**src/rtl/clk_ratio_monitor.sv**
```systemverilog
// Clock ratio monitor: measures period, high and low time of a divided clock in
// reference cycles, checks the period against the programmed ratio and flags stalls.
module clk_ratio_monitor #(
    parameter int unsigned RATIO_WIDTH = 8
) (
    input  logic                   i_ref_clk,
    input  logic                   i_rst,
    input  logic                   i_en,
    input  logic                   i_meas_clk,
    input  logic [RATIO_WIDTH-1:0] i_exp_ratio,
    output logic [RATIO_WIDTH-1:0] o_ratio,
    output logic [RATIO_WIDTH-1:0] o_high_cnt,
    output logic [RATIO_WIDTH-1:0] o_low_cnt,
    output logic                   o_valid,
    output logic                   o_mismatch,
    output logic                   o_stuck
);

    localparam logic [RATIO_WIDTH-1:0] CNT_MAX = '1;
    localparam logic [RATIO_WIDTH-1:0] CNT_ONE = RATIO_WIDTH'(1);

    typedef enum logic [1:0] {
        IDLE,
        ARM,
        MEASURE
    } state_t;

    state_t                 state;
    state_t                 state_next;
    logic                   s1;
    logic                   s2;
    logic                   d;
    logic                   rise;
    logic                   fall;
    logic                   timeout;
    logic                   capture;
    logic                   stall;
    logic [RATIO_WIDTH-1:0] p_cnt;
    logic [RATIO_WIDTH-1:0] h_cap;

    always_ff @(posedge i_ref_clk or posedge i_rst) begin
        if (i_rst) begin
            s1 <= 1'b0;
            s2 <= 1'b0;
            d  <= 1'b0;
        end else begin
            s1 <= i_meas_clk;
            s2 <= s1;
            d  <= s2;
        end
    end

    always_ff @(posedge i_ref_clk or posedge i_rst) begin
        if (i_rst) begin
            state <= IDLE;
        end else begin
            state <= state_next;
        end
    end

    always_comb begin
        state_next = state;
        capture    = 1'b0;
        stall      = 1'b0;
        rise       = s2 & ~d;
        fall       = ~s2 & d;
        // A rise in the same cycle as the count limit wins over the timeout.
        timeout    = (p_cnt == CNT_MAX) && !rise;
        case (state)
            IDLE: begin
                if (i_en) begin
                    state_next = ARM;
                end
            end
            ARM: begin
                if (rise) begin
                    state_next = MEASURE;
                end else if (timeout) begin
                    stall = 1'b1;
                end
            end
            MEASURE: begin
                if (rise) begin
                    capture = 1'b1;
                end else if (timeout) begin
                    stall      = 1'b1;
                    state_next = ARM;
                end
            end
            default: state_next = IDLE;
        endcase
        if (!i_en) begin
            state_next = IDLE;
        end
    end

    always_ff @(posedge i_ref_clk or posedge i_rst) begin
        if (i_rst) begin
            p_cnt <= '0;
            h_cap <= '0;
        end else if (state == IDLE) begin
            p_cnt <= i_en ? CNT_ONE : '0;
            h_cap <= '0;
        end else begin
            if (rise || stall) begin
                p_cnt <= CNT_ONE;
            end else if (p_cnt != CNT_MAX) begin
                p_cnt <= p_cnt + CNT_ONE;
            end
            if (fall) begin
                h_cap <= p_cnt;
            end
        end
    end

    always_ff @(posedge i_ref_clk or posedge i_rst) begin
        if (i_rst) begin
            o_ratio    <= '0;
            o_high_cnt <= '0;
            o_low_cnt  <= '0;
            o_valid    <= 1'b0;
            o_mismatch <= 1'b0;
            o_stuck    <= 1'b0;
        end else begin
            o_valid <= capture;
            if (capture) begin
                o_ratio    <= p_cnt;
                o_high_cnt <= h_cap;
                o_low_cnt  <= p_cnt - h_cap;
                o_stuck    <= 1'b0;
                o_mismatch <= (i_exp_ratio > CNT_ONE) && (p_cnt != i_exp_ratio);
            end else if (stall) begin
                o_stuck <= 1'b1;
            end
        end
    end

endmodule

```
**config.mk**
```make
export PLATFORM = sky130hd
export DESIGN_NAME = clk_ratio_monitor
export DESIGN_NICKNAME = d
export VERILOG_FILES = /design/src/rtl/clk_ratio_monitor.sv
export SDC_FILE = /design/constraint.sdc
export NUM_CORES = 1
export LEC_CHECK = 0
export CORE_UTILIZATION = 40
export DETAILED_ROUTE_END_ITERATION = 12
export SYNTH_ARGS = -nofsm -noshare
export SYNTH_HDL_FRONTEND = slang
export SYNTH_SLANG_ARGS = --single-unit
export TNS_END_PERCENT = 20
```
**constraint.sdc**
```tcl
create_clock -name i_ref_clk -period 2.3 [get_ports i_ref_clk]
set_input_delay 0.345 -clock i_ref_clk [delete_from_list [all_inputs] [get_ports i_ref_clk]]
set_output_delay 0.345 -clock i_ref_clk [all_outputs]
set_load 0.01 [all_outputs]
```
# Yosys cells after proc, flatten, opt, wreduce, memory -nomap -nowiden
# Cells that the tools add are included.
# totals
reg_bits	48
input_bits	12
output_inout_bits	27
word_cells	55
# classes
n_addsub	2
order_cmp	1
eq_ne	8
muxes	18
bitwise	4
n_reduce_logical	10
# op_table
operator	n
$mux W8	5
$ne A3 B3 Y1 const B	3
$add A8 B1 Y8 const B	1
$eq A8 B8 Y1 const B	1
$gt A8 B1 Y1 const B	1
$mux W1	8
$mux W2	4
$ne A8 B8 Y1	1
$ne A8 B8 Y1 const B	1
$sub A8 B8 Y8	1
$pmux W2 S3	1
$reduce_bool A2 Y1	2
$reduce_and A3 Y1	1
$reduce_bool A3 Y1	1
$and A1 B1 Y1	2
$eq A2 B1 Y1 const B	1
$eq A2 B2 Y1 const B	1
$logic_and A1 B1 Y1	2
$logic_not A2 Y1	1
$not A1 Y1	2
$reduce_or A2 Y1	1
$logic_not A1 Y1	1
$logic_or A1 B1 Y1	1

# Longest topological paths before layout
# depth
depth_word	10
ltp_mapped	8
depth_no_buf	8

# Worst setup path before layout
# Ideal clock, no wire load.
# synth_timing
path_kind	register to register
from	register p_cnt[0]
to	register o_low_cnt[6]
setup_ps	69
t_arrival_ps	1986
required_ps	2231
slack_ps	244
stages_incl_launch_ff	9
path_buffers	0
synth_period_minus_slack_ps	2056
cell_sequence	dfrtp_1 inv_1 ha_1 inv_1 fa_1 a21o_1 a31o_2 a2111oi_0 nand3b_1
# synth_via
elab_chain_len	1
# synth_rtl
item	line	rtl
from (decl)	38	logic [RATIO_WIDTH-1:0] p_cnt;
from (signal assigned)	102	p_cnt <= i_en ? CNT_ONE : '0;
from (signal assigned)	108	p_cnt <= p_cnt + CNT_ONE;
$sub A8 B8 Y8	129	o_low_cnt <= p_cnt - h_cap;
to (signal assigned)	129	
to (decl)	13	output logic [RATIO_WIDTH-1:0] o_low_cnt,
# Every way passes these cells.
# A chain may end at the register's enable or synchronous reset.

# Final worst setup path
# Same ends and word-level chain as after synthesis.

==> impl_results.md <==
* RSZ-0062 raised after global routing: no
* Io pins at 39
* Met3 wire length at 195 um
* CP peak stage delay at 400 ps
* Fill cells at 566
* Top Metal Used: met4
* Routed metal-1 wirelength at 2540 um
* CTS Buf Count at 5
* Clk_skew at 9.78 ps
* Max Transition Viols Final at 0
* Crit Path Class: reg -> reg
* Crit Path Max Fanout at 2
* Drt first pass iters at 4
* Slowest CP cell: fa_1
* Clock Sinks at 48
* Crit. End Element: flop
* R2r endpoint: o_low_cnt[6]
* Power per cell area at 848 nW/um^2
* Slew at the pin closest to its max-slew limit at 607 ps
* Die Area at 6510 um^2
* DR iter-0 viols at 139
* Worst path arrival time at 2330 ps
* Maxcap violations at 0
* Synth Flop Type: dfrtp_1
* Cell Rows at 28
* Area share of the largest cell type after synthesis at 48.5%
* Hold path cells at 0
* First-pass GRT wire length at 8870 um
* Number of antenna diodes at 0
* Dpl hpwl at 3800 um
* Final setup vio count at 0
* Post-synthesis net count at 286
* Proportion of layout cells with a drive suffix above 1 at 8.58%
* Number of flops mapped to enable cells by yosys at 0
* Post-CTS Resized at 0
* CP dominant cell by count: inv_1
* Crit share post-route at 90.8%
* Avg Synthesized Cell Area at 9.49 um^2
* Largest net degree at the start of global routing at 49
* Initial antenna violation count at 0
* Crit start category: flop
* Antenna Nets Post-Route at 0
* Post-synth cell types at 47
* Worst hold-check path type: reg -> reg
* CTS tree: yes
* Root Buffer: clkbuf_8
* Yosys top cell by area: dfrtp_1
* Most common cell after layout, fill and taps aside: nand2_1
* Leak pwr at 1.39 nW
* Vias in the first global route at 1860
* Chip Width at 80.7 um
* Layout area overhead at 24.0%
* CTS Hold Bufs at 0
* Setup TNS Final at 0 ps
* Logic depth of the worst register-to-register path at 8
* Global Route Usage Sum at 18.3%
* Worst skew pair latency at 310 ps
* Synth area leaders: dfrtp_1 49%, nand2_1 9.9%, ha_1 6.1%
* Vias per inst at 5.06
* CTS Buffer Depth at 2
* Post-CTS setup repair buffer count at 0
* Worst Path Required at 2540 ps
* Worst-path clk slew at 90 ps
* Reg2reg start: p_cnt[0]
* Setup WS post-layout at 212 ps
* Slew HR at 59.6%
* Async S/R FF share, synth at 100%
* WL per Instance at 13.5 um
* Nets at 327
* Initial Util at 41.6%
* IO buf count at 38
* Syn Inst Count at 261
* Hold_sp: s1
* Seq/Total Area, Yosys at 48.5%
* Routed wl met2 at 2270 um
* DP Worst Slack at 211 ps
* Hold EP: s2
* Status: complete, no violations
* Internal reg-to-reg setup slack at 210 ps
* Final Hold Fails at 0
* Most frequent cells in the layout: 65 x nand2_1, 48 x dfrtp_1, 38 x clkdlybuf4s50_1
* Total gr overflow at 0
* H-tree lvl count at 2
* Die Y at 80.7 um
* Routability cong. at 0.790
* Cell area after synthesis at 2480 um^2
* Drt drc at 0
* Max VDD drop at 0.000690 V
* Syn. warnings at 0
* Min cycle time layout at 2090 ps
* Synth Register Bits at 48
* FMAX at 479 MHz
* Via count at 1913
* WL final at 5120 um
* Core area at 5960 um^2
* CP cell instances: inv_1 -> ha_1 -> inv_1 -> fa_1 -> a21o_1 -> a31o_2 -> a2111oi_0 -> nand3b_1
[sequential cells by signal (all words and copies together) (netlist names), 2 cells and up]
name,flops
p_cnt,8
o_low_cnt,8
o_high_cnt,8
state,2
o_ratio,8
h_cap,8
[per-layer routing]
layer	up-vias	global-route usage [%]
met2	44	27.7
met5	-	0
met4	0	8.04
li1	966	-
met1	893	25.0
met3	10	3.64
[how the worst max path moves through the flow]
stage | slack, ps | cells after the start | to | start
5_1_grt | 10 | 8 | o_low_cnt[6] | p_cnt[0]
2_1_floorplan | 240 | 8 | o_low_cnt[6] | p_cnt[0]
6_report | 210 | 8 | o_low_cnt[6] | p_cnt[0]
4_1_cts | 190 | 8 | o_low_cnt[6] | p_cnt[0]
3_5_place_dp | 210 | 8 | o_low_cnt[6] | p_cnt[0]
3_3_place_gp | 270 | 8 | o_low_cnt[6] | p_cnt[0]
[where the power goes]
group / total, W / switching, W / internal (W) / leakage [nW]
logic: 0.000895 / 0.000452 / 0.000443 / 0.688
registers: 0.00108 / 0.000104 / 0.000978 / 0.650
clock network: 0.000628 / 0.000300 / 0.000328 / 0.0548
[cells in the mapped netlist, drive strengths merged (2+ instances only)]
cell type and count:
o2111ai 2, dfrtp 48, buf 6, xor2 11, nor2b 3, nor2 13, o21a 3, xnor2 2
nand3 2, inv 16, a221oi 3, o31ai 2, a21oi 11, mux2i 2, a211oi 2, ha 12
a21o 4, nor4 4, clkbuf 5, or3 2, o21ai 10, a31oi 3, nor3 9, nand2b 3
nand2 65, nand3b 2, nand4 2
[cells by family (layout without fill, tap and decap cells)]
kind of cell / Yosys count / count (layout) / synth area share, %
AND/OR/NAND/NOR: 111 / 111 / 21.1
flip-flops: 48 / 48 / 48.5
buffers and inverters: 27 / 69 / 4.35
adder cells (fa/ha/maj): 13 / 13 / 6.87
AO/OA/AOI/OAI: 47 / 47 / 13.7
XOR/XNOR: 13 / 13 / 4.60
multiplexers: 2 / 2 / 0.809
[per-stage QoR]
step                      area, um^2  instances  utilization, %  power (W)  hold slack (ps)
after floorplan                 2480        261               -    0.00163              331
final                           3070        378            51.6    0.00260              362
after detailed placement        2960        370            49.6    0.00200              338
after CTS                       3070        378            51.6    0.00264              360
after global routing            3070        378            51.6    0.00279              369
after global placement          2960        370            49.6    0.00198              334
[layout make-up]
cell class	instances	area, um^2	area share [%]
Clock inverter	3	46.3	1.51
Inverter	16	60.1	1.96
Multi-Input combinational cell	186	1170	38.0
Timing Repair Buffer	45	433	14.1
Tap cell	75	93.8	3.06
Sequential cell	48	1200	39.1
Clock buffer	5	68.8	2.24
[critical path, delay by kind of cell (launching register included)]
family                     cells  cell delay, ps
buffers and inverters          2             120
and+or+nand+nor                1             150
AOI/OAI and AO/OA              3             800
adders and majority gates      2             560
DFF                            1             390
No activity file was read; power rests on OpenSTA's default activity.
